**config.mk**
```make
export PLATFORM = sky130hd
export DESIGN_NAME = program_loader_flat
export DESIGN_NICKNAME = d
export VERILOG_FILES = /design/src/rtl/program_loader_if.sv /design/src/rtl/program_loader.sv /design/src/flat_wrapper.sv
export SDC_FILE = /design/constraint.sdc
export NUM_CORES = 1
export LEC_CHECK = 0
export ABC_AREA = 1
export CORE_MARGIN = 1
export CORE_UTILIZATION = 40
export CTS_BUF_LIST = sky130_fd_sc_hd__clkbuf_4
export CTS_CLUSTER_SIZE = 10
export DETAILED_ROUTE_END_ITERATION = 8
export GPL_ROUTABILITY_DRIVEN = 0
export GPL_TIMING_DRIVEN = 0
export PLACE_DENSITY = 0.76
export SLEW_MARGIN = 40
export SYNTH_ARGS = -nofsm -noshare
export SYNTH_HDL_FRONTEND = slang
export SYNTH_SLANG_ARGS = --single-unit
export TNS_END_PERCENT = 100
```
**constraint.sdc**
```tcl
create_clock -name clk -period 1.5 [get_ports clk]
set_clock_uncertainty 0.05 [all_clocks]
set_input_delay 0.15 -clock clk [delete_from_list [all_inputs] [get_ports clk]]
set_output_delay 0.15 -clock clk [all_outputs]
set_load 0.02 [all_outputs]
```
**src/rtl/program_loader_if.sv**
```systemverilog
// Bundles the loader's byte-stream handshake, instruction-memory write bus and
// CPU/status controls. The master side is the loader; the slave side is the
// byte source / memory / CPU environment around it.
interface program_loader_if #(
  parameter int WORD_CNT_W = 8
);
  logic                  start;
  logic [WORD_CNT_W-1:0] prog_len;
  logic [7:0]            byte_in;
  logic                  byte_valid;
  logic                  byte_ready;
  logic                  LoadInstructions;
  logic [31:0]           Instruction;
  logic [31:0]           load_addr;
  logic                  cpu_reset;
  logic                  busy;
  logic                  done;

  modport master (
    input  start, prog_len, byte_in, byte_valid,
    output byte_ready, LoadInstructions, Instruction, load_addr,
           cpu_reset, busy, done
  );

  modport slave (
    output start, prog_len, byte_in, byte_valid,
    input  byte_ready, LoadInstructions, Instruction, load_addr,
           cpu_reset, busy, done
  );
endinterface

```
**src/rtl/program_loader.sv**
```systemverilog
// Program loader: collects a byte stream, packs every 4 bytes big-endian into a
// 32-bit instruction and writes it to instruction memory with a one-cycle
// strobe and explicit address. Keeps the CPU in reset from Reset until the last
// word is written plus HOLD_CYC settle cycles.
module program_loader #(
  parameter int WORD_CNT_W = 8,
  parameter int ADDR_STEP  = 1,
  parameter int HOLD_CYC   = 4
) (
  input  logic clk,
  input  logic Reset,
  program_loader_if.master bus
);

  localparam int HOLD_W = (HOLD_CYC > 1) ? $clog2(HOLD_CYC) : 1;

  typedef enum logic [2:0] {
    IDLE,
    COLLECT,
    WRITE,
    HOLD,
    DONE
  } stateT;

  stateT stateReg;
  stateT stateNext;

  logic [WORD_CNT_W-1:0] progLenReg;
  logic [WORD_CNT_W-1:0] wordIdxReg;
  logic [WORD_CNT_W-1:0] wordIdxInc;
  logic [1:0]            byteIdxReg;
  // Only the three most recent bytes need to be kept; the fourth arrives live.
  logic [23:0]           asmReg;
  logic [31:0]           asmShifted;
  logic [31:0]           instrReg;
  logic [31:0]           addrReg;
  logic [HOLD_W-1:0]     holdCntReg;
  logic                  holdLast;
  logic                  startFire;
  logic                  byteFire;

  // byte_ready is exactly "in COLLECT", so a transfer is valid-in-COLLECT.
  assign startFire  = bus.start && ((stateReg == IDLE) || (stateReg == DONE));
  assign byteFire   = bus.byte_valid && (stateReg == COLLECT);
  assign wordIdxInc = wordIdxReg + 1'b1;
  assign holdLast   = (holdCntReg == HOLD_W'(HOLD_CYC - 1));

  // Byte lanes of the word being assembled: newest byte lands in the LSB lane,
  // older bytes move one lane up, so the first byte ends up most significant.
  assign asmShifted[7:0] = bus.byte_in;
  genvar gi;
  generate
    for (gi = 1; gi < 4; gi++) begin : gLane
      assign asmShifted[8*gi +: 8] = asmReg[8*(gi-1) +: 8];
    end
  endgenerate

  assign bus.Instruction = instrReg;
  assign bus.load_addr   = addrReg;

  // State register; Reset aborts any load in progress.
  always_ff @(posedge clk) begin
    if (Reset) begin
      stateReg <= IDLE;
    end else begin
      stateReg <= stateNext;
    end
  end

  // Next-state and state-decoded outputs.
  always_comb begin
    stateNext            = stateReg;
    bus.byte_ready       = 1'b0;
    bus.LoadInstructions = 1'b0;
    bus.cpu_reset        = 1'b1;
    bus.busy             = 1'b0;
    bus.done             = 1'b0;
    case (stateReg)
      IDLE: begin
        if (bus.start) begin
          stateNext = (bus.prog_len == '0) ? HOLD : COLLECT;
        end
      end
      COLLECT: begin
        bus.byte_ready = 1'b1;
        bus.busy       = 1'b1;
        if (bus.byte_valid && (byteIdxReg == 2'd3)) begin
          stateNext = WRITE;
        end
      end
      WRITE: begin
        bus.LoadInstructions = 1'b1;
        bus.busy             = 1'b1;
        stateNext            = (wordIdxInc == progLenReg) ? HOLD : COLLECT;
      end
      HOLD: begin
        bus.busy = 1'b1;
        if (holdLast) begin
          stateNext = DONE;
        end
      end
      DONE: begin
        bus.cpu_reset = 1'b0;
        bus.done      = 1'b1;
        if (bus.start) begin
          stateNext = (bus.prog_len == '0) ? HOLD : COLLECT;
        end
      end
      default: begin
        stateNext = IDLE;
      end
    endcase
  end

  // Datapath: length latch, byte/word counters, word assembly, output word and
  // address registers (loaded on the 4th byte so they are valid during WRITE and
  // hold afterwards), and the settle-delay counter.
  always_ff @(posedge clk) begin
    if (Reset) begin
      progLenReg <= '0;
      wordIdxReg <= '0;
      byteIdxReg <= '0;
      asmReg     <= '0;
      instrReg   <= '0;
      addrReg    <= '0;
      holdCntReg <= '0;
    end else begin
      if (startFire) begin
        progLenReg <= bus.prog_len;
        wordIdxReg <= '0;
        byteIdxReg <= '0;
        asmReg     <= '0;
      end
      if (byteFire) begin
        asmReg     <= asmShifted[23:0];
        byteIdxReg <= byteIdxReg + 2'd1;
        if (byteIdxReg == 2'd3) begin
          instrReg <= asmShifted;
          addrReg  <= 32'(wordIdxReg) * 32'(ADDR_STEP);
        end
      end
      if (stateReg == WRITE) begin
        wordIdxReg <= wordIdxInc;
      end
      if (stateReg == HOLD) begin
        holdCntReg <= holdLast ? '0 : holdCntReg + 1'b1;
      end else begin
        holdCntReg <= '0;
      end
    end
  end

endmodule
```
**src/flat_wrapper.sv**
```systemverilog
// flat-port wrapper written by rule: the top's interface ports become plain ports
module program_loader_flat 
#(
  parameter int WORD_CNT_W = 8,
  parameter int ADDR_STEP  = 1,
  parameter int HOLD_CYC   = 4
)
  (clk, Reset, bus_start, bus_prog_len, bus_byte_in, bus_byte_valid, bus_byte_ready, bus_LoadInstructions, bus_Instruction, bus_load_addr, bus_cpu_reset, bus_busy, bus_done);
  program_loader_if #(.WORD_CNT_W(WORD_CNT_W)) bus_i ();
  input  logic clk;
  input  logic Reset;
  input wire logic [$bits(bus_i.start)-1:0] bus_start;
  input wire logic [$bits(bus_i.prog_len)-1:0] bus_prog_len;
  input wire logic [$bits(bus_i.byte_in)-1:0] bus_byte_in;
  input wire logic [$bits(bus_i.byte_valid)-1:0] bus_byte_valid;
  output wire logic [$bits(bus_i.byte_ready)-1:0] bus_byte_ready;
  output wire logic [$bits(bus_i.LoadInstructions)-1:0] bus_LoadInstructions;
  output wire logic [$bits(bus_i.Instruction)-1:0] bus_Instruction;
  output wire logic [$bits(bus_i.load_addr)-1:0] bus_load_addr;
  output wire logic [$bits(bus_i.cpu_reset)-1:0] bus_cpu_reset;
  output wire logic [$bits(bus_i.busy)-1:0] bus_busy;
  output wire logic [$bits(bus_i.done)-1:0] bus_done;
  assign bus_i.start = bus_start;
  assign bus_i.prog_len = bus_prog_len;
  assign bus_i.byte_in = bus_byte_in;
  assign bus_i.byte_valid = bus_byte_valid;
  assign bus_byte_ready = bus_i.byte_ready;
  assign bus_LoadInstructions = bus_i.LoadInstructions;
  assign bus_Instruction = bus_i.Instruction;
  assign bus_load_addr = bus_i.load_addr;
  assign bus_cpu_reset = bus_i.cpu_reset;
  assign bus_busy = bus_i.busy;
  assign bus_done = bus_i.done;
  program_loader #(.WORD_CNT_W(WORD_CNT_W), .ADDR_STEP(ADDR_STEP), .HOLD_CYC(HOLD_CYC)) u_core (.clk(clk), .Reset(Reset), .bus(bus_i));
endmodule
```
==> run summary, run 1 <==
TritonRoute pass-1 iters -> 4
YS warnings -> 0
Maximum clock path buffer count -> 2
Internal power -> 0.00302 W
Core Footprint -> 0.00889 mm^2
Post-route setup TNS -> -1.16 ns
Vias in the first global route -> 3151
Sw Ratio -> 29.9%
Die X -> 98.8 um
Tot GR Track Use -> 19.0%
Final setup viols -> 29
Routed WL -> 9200 um
Worst reg2reg setup slack -> -0.07 ns
Residual DRC -> 0
H-Tree Depth -> 3
Synth Area per Inst -> 7.72 um^2
Peak supply drop -> 454 uV
Worst hold path type -> in -> reg
Failing checks -> negative setup slack
Die Ht -> 98.8 um
Share of cells above drive strength 1 -> 25.8%
RSZ-0062 raised after global routing -> yes
Slew margin rel. -> 53.0%
Final Hold Viols -> 0
Setup WS pre-CTS -> -0.228 ns
Synthesized area -> 0.00375 mm^2
Total chip power -> 0.00431 W
Sinks on Clock Net -> 87
Io pins -> 89
Minimum clock period -> 1.57 ns
CTS Buf Count -> 9
Vias -> 3450
CTS tree -> yes
Worst R2R Start -> u_core.stateReg[2]
Final WS setup -> -0.0708 ns
Static Leak -> 2.13 nW
Status -> finished, violations left
Starting Density -> 42.1%
DR iter-0 viols -> 178
Tightest Pin Transition -> 0.706 ns
Clock transition at path regs -> 0.15 ns
Largest net degree at the start of global routing -> 16
P_sw -> 0.00129 W
Worst path arrival time -> 1.90 ns
Gr ovfl total -> 0
CP Data Required Time -> 1.83 ns
Combinational Power Share -> 16.4%
Global-route wire length before repair -> 14700 um
Max-cap violations -> 0
Max Fclk -> 0.637 GHz
Synth Register Bits -> 87
Crit start category -> flop
Post-route clock period utilization -> 105%
Register area share after synthesis -> 46.5%
Count of final max-slew check failures -> 0
Layout Nets -> 622
Cells after synthesis -> 485
CP Max Fanout -> 5
Layout Area Growth over Synthesis -> 35.6%
Hold buffers post-CTS -> 0
Die ar. -> 0.00976 mm^2
Clock Tree Root -> clkbuf_4
# rows -> 34
Unique masters post-synth -> 27
Buffers added on ports -> 63
R2R cell count -> 10
Antenna violations before repair -> 0
P per Cell Area -> 849 mW/mm^2
Critical Path End -> u_core.bus.Instruction[5]
Antenna Nets Post-Route -> 0
Routed wire per std cell -> 12.9 um
Setup CP Type -> reg -> reg
Worst skew pair latency -> 0.44 ns
Critical path endpoint category -> flop
Reg2reg end -> u_core.bus.Instruction[5]
CP Launch Point -> u_core.stateReg[2]
Clock share of power -> 27.5%
Seq pwr share -> 56.1%
Final HPWL DP -> 6470 um
N_diodes -> 0
Via-to-Cell Ratio -> 4.85
[worst max-delay path, cell delays in order, from the launching register on]
cell       delay, ns
dfxtp_2         0.38
nor3_4          0.24
nand2_2         0.09
inv_4           0.09
nand2_8         0.08
inv_8           0.06
buf_8           0.10
buf_12          0.11
clkbuf_16       0.14
nand2_2         0.05
a21oi_2         0.10
[area by class of cell]
| cell class | instances | area (um^2) |
|---|---|---|
| plain buffers | 46 | 360 |
| clock buffers | 10 | 75.1 |
| clock inverters | 6 | 43.8 |
| fillers | 786 | 3810 |
| inverters | 29 | 124 |
| multi-input cells | 345 | 1780 |
| flip-flops and latches | 87 | 1760 |
| well taps | 108 | 135 |
| repair buffers | 81 | 800 |
[metal layers]
layer  global-route usage [%]  up-vias  wire length [um]
li1                         -     1750                 -
met1                     23.9     1573              4120
met2                     31.7      108              4350
met3                     4.26       19               570
met4                     7.23        0               163
met5                        0        -                 0
[sequential cells by signal (all words and copies together), names as in the netlist]
signal                  cells
u_core.asmReg              24
u_core.bus.Instruction     32
u_core.bus.load_addr        8
u_core.byteIdxReg           2
u_core.holdCntReg           2
u_core.progLenReg           8
u_core.stateReg             3
u_core.wordIdxReg           8
[worst min path at each step]
stage / startpoint / to / slack, ns / cells after the start
6_report: bus_byte_in[6] / u_core.bus.Instruction[6] / 0.24 / 3
3_3_place_gp: u_core.holdCntReg[0] / u_core.holdCntReg[0] / 0.36 / 1
3_5_place_dp: u_core.holdCntReg[0] / u_core.holdCntReg[0] / 0.37 / 1
4_1_cts: Reset / u_core.asmReg[14] / 0.24 / 3
2_1_floorplan: bus_byte_in[0] / u_core.bus.Instruction[0] / 0.24 / 2
5_1_grt: bus_byte_in[4] / u_core.bus.Instruction[4] / 0.24 / 3
[cells by family after synthesis]
logic type	Yosys count	share of synthesized area, %
AO/OA/AOI/OAI	105	16.2
AND/OR/NAND/NOR	212	24.4
other	1	0.100
flip-flops	87	46.5
adder cells (fa/ha/maj)	3	1.00
buffers and inverters	76	11.6
XOR/XNOR	1	0.234
[power by group through the flow]
stage	Sequential (W)	Clock, W	Combinational, W
2_1_floorplan	0.00245	0	0.000409
3_3_place_gp	0.00246	0	0.000570
3_5_place_dp	0.00246	0	0.000578
4_1_cts	0.00242	0.00119	0.000650
5_1_grt	0.00243	0.00129	0.000766
6_report	0.00242	0.00119	0.000706
[stage by stage]
step / utilization [%] / hold WS (ns) / area (um^2) / instances
floorplan: - / 0.236 / 3830 / 508
global placement: 51.7 / 0.358 / 4600 / 679
detailed placement: 51.7 / 0.372 / 4600 / 679
CTS: 55.3 / 0.238 / 4920 / 707
global route: 57.1 / 0.245 / 5080 / 712
finish: 57.1 / 0.236 / 5080 / 712
[synthesized netlist by cell type]
| cell | number | area (um^2) |
|---|---|---|
| nand2_1 | 126 | 473 |
| dfxtp_1 | 87 | 1740 |
| a21oi_1 | 56 | 280 |
| nor2_1 | 35 | 131 |
| inv_1 | 27 | 101 |
| o21ai_0 | 27 | 135 |
| buf_4 | 24 | 180 |
| nand3_1 | 23 | 115 |
| nand2_2 | 22 | 138 |
| a21oi_2 | 20 | 175 |
| clkbuf_1 | 12 | 45.0 |
| buf_2 | 6 | 30.0 |
| ha_1 | 3 | 37.5 |
| buf_12 | 2 | 40.0 |
| buf_6 | 2 | 22.5 |
| nor4_1 | 2 | 12.5 |
| a31oi_1 | 1 | 6.26 |
| buf_1 | 1 | 3.75 |
| conb_1 | 1 | 3.75 |
| inv_2 | 1 | 3.75 |
| inv_4 | 1 | 6.26 |
| nand2_4 | 1 | 11.3 |
| nor2_4 | 1 | 11.3 |
| nor3_4 | 1 | 16.3 |
| o211a_1 | 1 | 10.0 |
| or2_2 | 1 | 6.26 |
| xnor2_1 | 1 | 8.76 |
[layout by cell type, fill, tap and decap left out, types with 2 or more instances in the layout]
cell / instances
clkdlybuf4s50_1: 18
a21oi_1: 51
nand2_2: 23
nor4_1: 2
clkbuf_4: 11
o21ai_1: 11
nand3_1: 23
inv_4: 3
nor2_4: 5
buf_16: 2
clkinvlp_4: 3
buf_6: 9
dlygate4sd2_1: 40
inv_6: 2
inv_2: 3
inv_1: 22
a21oi_2: 25
dfxtp_1: 77
clkbuf_1: 9
nor2_2: 3
buf_8: 3
nor2_1: 28
dfxtp_4: 4
buf_12: 3
nand2_1: 123
o21ai_0: 15
ha_4: 2
buf_4: 39
conb_1: 24
dfxtp_2: 6
nand2_4: 2
[repair_timing]
item / CTS / global route
endpoints found under the setup margin: 112 / 82
pin swaps: 4 / 14
setup buffers: 9 / 5
gates cloned: 3 / 1
resized for setup: 105 / 47
No activity file was read; power rests on OpenSTA's default activity.
==> run 2: changes to the inputs <==
--- a/config.mk
+++ b/config.mk
@@ -6,15 +6,14 @@
 export NUM_CORES = 1
 export LEC_CHECK = 0
 export ABC_AREA = 1
+export CAP_MARGIN = 5
 export CORE_MARGIN = 1
 export CORE_UTILIZATION = 40
 export CTS_BUF_LIST = sky130_fd_sc_hd__clkbuf_4
 export CTS_CLUSTER_SIZE = 10
 export DETAILED_ROUTE_END_ITERATION = 8
 export GPL_ROUTABILITY_DRIVEN = 0
-export GPL_TIMING_DRIVEN = 0
 export PLACE_DENSITY = 0.76
-export SLEW_MARGIN = 40
 export SYNTH_ARGS = -nofsm -noshare
 export SYNTH_HDL_FRONTEND = slang
 export SYNTH_SLANG_ARGS = --single-unit
==> run 2 against run 1 <==
Compared with the run above:
- the flow still finishes with violations (negative setup slack)
- largest power group unchanged
- via count fell by 5.0%
- final area decreased by 6.7%
- first-iteration DRC count up 9.6%
- fmax rose by 3.2%
- worst setup slack improved by 0.049 ns
- clock power is 29% higher
- sequential power about the same
- core utilization fell by 3.8 points
- critical path type unchanged
- hold slack lost 0.098 ns
- critical endpoint is now u_core.stateReg[1]
- global-route usage down 0.69 points
- non-clock buffer count decreased by 35
- die area unchanged
==> run summary, run 2 (synthesized netlist as in run 1, its figures left out) <==
Setup CP Type -> reg -> reg (unchanged)
Final Hold Viols -> 0 (unchanged)
Worst path arrival time -> 1.82 ns (was 1.90 ns)
H-Tree Depth -> 3 (unchanged)
Vias -> 3278 (was 3450)
CP max stage cell -> dfxtp_2 (unchanged)
Max FFs per register -> 32 (unchanged)
Largest net degree at the start of global routing -> 59 (was 16)
Hold buffers post-CTS -> 0 (unchanged)
Io pins -> 89 (unchanged)
Antenna violations before repair -> 0 (unchanged)
Max Fclk -> 0.657 GHz (was 0.637 GHz)
Global-route wire length before repair -> 14400 um (was 14700 um)
Worst skew pair latency -> 0.45 ns (was 0.44 ns)
Final HPWL DP -> 5870 um (was 6470 um)
Count of final max-slew check failures -> 0 (unchanged)
Maximum clock path buffer count -> 2 (unchanged)
Final WS setup -> -0.0223 ns (was -0.0708 ns)
CTS Buf Count -> 9 (unchanged)
Worst R2R Start -> u_core.wordIdxReg[1] (was u_core.stateReg[2])
Die ar. -> 0.00976 mm^2 (unchanged)
R2R cell count -> 12 (was 10)
Hold path start -> Reset (was bus_byte_in[6])
Routed wire per std cell -> 12.4 um (was 12.9 um)
Layout Area Growth over Synthesis -> 26.5% (was 35.6%)
Die Ht -> 98.8 um (unchanged)
TritonRoute pass-1 iters -> 4 (unchanged)
Gr ovfl total -> 0 (unchanged)
Via-to-Cell Ratio -> 4.84 (was 4.85)
Layout Nets -> 587 (was 622)
Critical path endpoint category -> flop (unchanged)
RSZ-0062 raised after global routing -> yes (unchanged)
Most frequent cells in the layout -> nand2_1 (122), dfxtp_1 (80), a21oi_1 (55) (was nand2_1 (123), dfxtp_1 (77), a21oi_1 (51))
Antenna Nets Post-Route -> 0 (unchanged)
Crit path cell chain -> buf_6 > nand2_4 > nor2_4 > nand2_2 > nand2_2 > nand3_2 > nand2_1 > nor2_1 > nand3_1 > nand2_1 > nand2_1 > nand2_1 (was nor3_4 > nand2_2 > inv_4 > nand2_8 > inv_8 > buf_8 > buf_12 > clkbuf_16 > nand2_2 > a21oi_2)
Final setup viols -> 2 (was 29)
P per Cell Area -> 966 mW/mm^2 (was 849 mW/mm^2)
Clock Tree Root -> clkbuf_4 (unchanged)
Starting Density -> 42.1% (unchanged)
Core Footprint -> 0.00889 mm^2 (unchanged)
Sinks on Clock Net -> 87 (unchanged)
# fillers -> 834 (was 786)
CTS tree -> yes (unchanged)
CP peak stage delay -> 0.38 ns (about the same)
Cell mode on critical path -> nand2_1 (was nand2_2)
Status -> finished, violations left (unchanged)
CP Max Fanout -> 7 (was 5)
Vias in the first global route -> 3107 (was 3151)
Hold Path Depth -> 3 (unchanged)
Tot GR Track Use -> 18.3% (was 19.0%)
Dpl cell area -> 0.00454 mm^2 (was 0.00460 mm^2)
CP Data Required Time -> 1.80 ns (was 1.83 ns)
Peak supply drop -> 462 uV (was 454 uV)
Max-cap violations -> 0 (unchanged)
Commonest non-fill, non-tap cell in the layout -> nand2_1 (unchanged)
Buffers added on ports -> 64 (was 63)
Worst hold path type -> in -> reg (unchanged)
DR iter-0 viols -> 195 (was 178)
Routed WL -> 8400 um (was 9200 um)
N_diodes -> 0 (unchanged)
Residual DRC -> 0 (unchanged)
Failing checks -> negative setup slack (unchanged)
Post-route clock period utilization -> 101% (was 105%)
Crit start category -> flop (unchanged)
Post-route cell area -> 0.00474 mm^2 (was 0.00508 mm^2)
# rows -> 34 (unchanged)
Reg2reg end -> u_core.stateReg[1] (was u_core.bus.Instruction[5])
Minimum clock period -> 1.52 ns (was 1.57 ns)
Die X -> 98.8 um (unchanged)
Setup WS pre-CTS -> -0.0790 ns (was -0.228 ns)
Static Leak -> 1.99 nW (was 2.13 nW)
Clock transition at path regs -> 0.13 ns (was 0.15 ns)
Worst reg2reg setup slack -> -0.02 ns (was -0.07 ns)
Hold EP -> u_core.bus.Instruction[18] (was u_core.bus.Instruction[6])
Share of cells above drive strength 1 -> 21.3% (was 25.8%)
## run 2: changes by cell type in the layout (fill, tap and decap cells not counted), moves of 3 or more
cell / previous run / this run
a21oi_1: 51 / 55
buf_8: 3 / 0
clkbuf_1: 9 / 0
buf_4: 39 / 25
a21oi_2: 25 / 21
dfxtp_1: 77 / 80
buf_6: 9 / 3
nor2_1: 28 / 31
o21ai_1: 11 / 1
o21ai_0: 15 / 26
## run 2: layout make-up
class                   instances  area, um^2  area share, %
clock buffers                   9        67.6           1.43
clock inverters                 7         104           2.19
inverters                      29         111           2.35
multi-input cells             345        1720           36.3
flip-flops and latches         87        1760           37.1
well taps                     108         135           2.85
repair buffers                 92         842           17.8
## run 2: how the worst max path moves through the flow
stage | slack (ns) | to | depth (start not counted) | startpoint
2_1_floorplan | -0.04 | u_core.bus.Instruction[10] | 9 | u_core.stateReg[2]
3_3_place_gp | -0.01 | u_core.stateReg[2] | 6 | bus_byte_valid
3_5_place_dp | -0.08 | u_core.stateReg[2] | 6 | bus_byte_valid
4_1_cts | -0.007 | u_core.stateReg[1] | 12 | u_core.wordIdxReg[1]
5_1_grt | -0.16 | u_core.stateReg[1] | 12 | u_core.wordIdxReg[1]
6_report | -0.02 | u_core.stateReg[1] | 12 | u_core.wordIdxReg[1]
## run 2: stage by stage
step	std cells	util, %	total power, W	hold slack, ns	TNS [ns]
2_1_floorplan	508	-	0.00286	0.236	-0.810
3_3_place_gp	660	51.0	0.00306	0.358	-0.0141
3_5_place_dp	660	51.0	0.00307	0.374	-0.180
4_1_cts	677	53.1	0.00458	0.120	-0.00914
5_1_grt	677	53.3	0.00479	0.122	-2.18
6_report	677	53.3	0.00458	0.138	-0.0376
## run 2: layer usage
layer	track usage, %	up-vias	wire length [um]	part of all wire [%]
met3	3.12	21	381	4.5
li1	-	1677	-	-
met2	29.3	109	3980	47
met4	9.41	0	233	2.8
met5	0	-	0	0
met1	23.7	1471	3800	45
## run 2: repair_timing
action,4_1_cts,5_1_grt
resized for setup,84,11
setup buffers,2,0
pin swaps,8,0
endpoints found under the setup margin,47,65
## run 2: power breakdown
group	internal (W)	total (W)	switching [W]	leakage, nW
sequential	0.00237	0.00241	0.0000483	0.707
clock	0.000694	0.00153	0.000839	0.0847
combinational	0.000251	0.000630	0.000378	1.20
## run 2: critical path: cells and delay by family, from the launching register on
family | cells | cell delay [ns]
simple gates | 11 | 0.88
buf+inv | 1 | 0.11
flops | 1 | 0.38
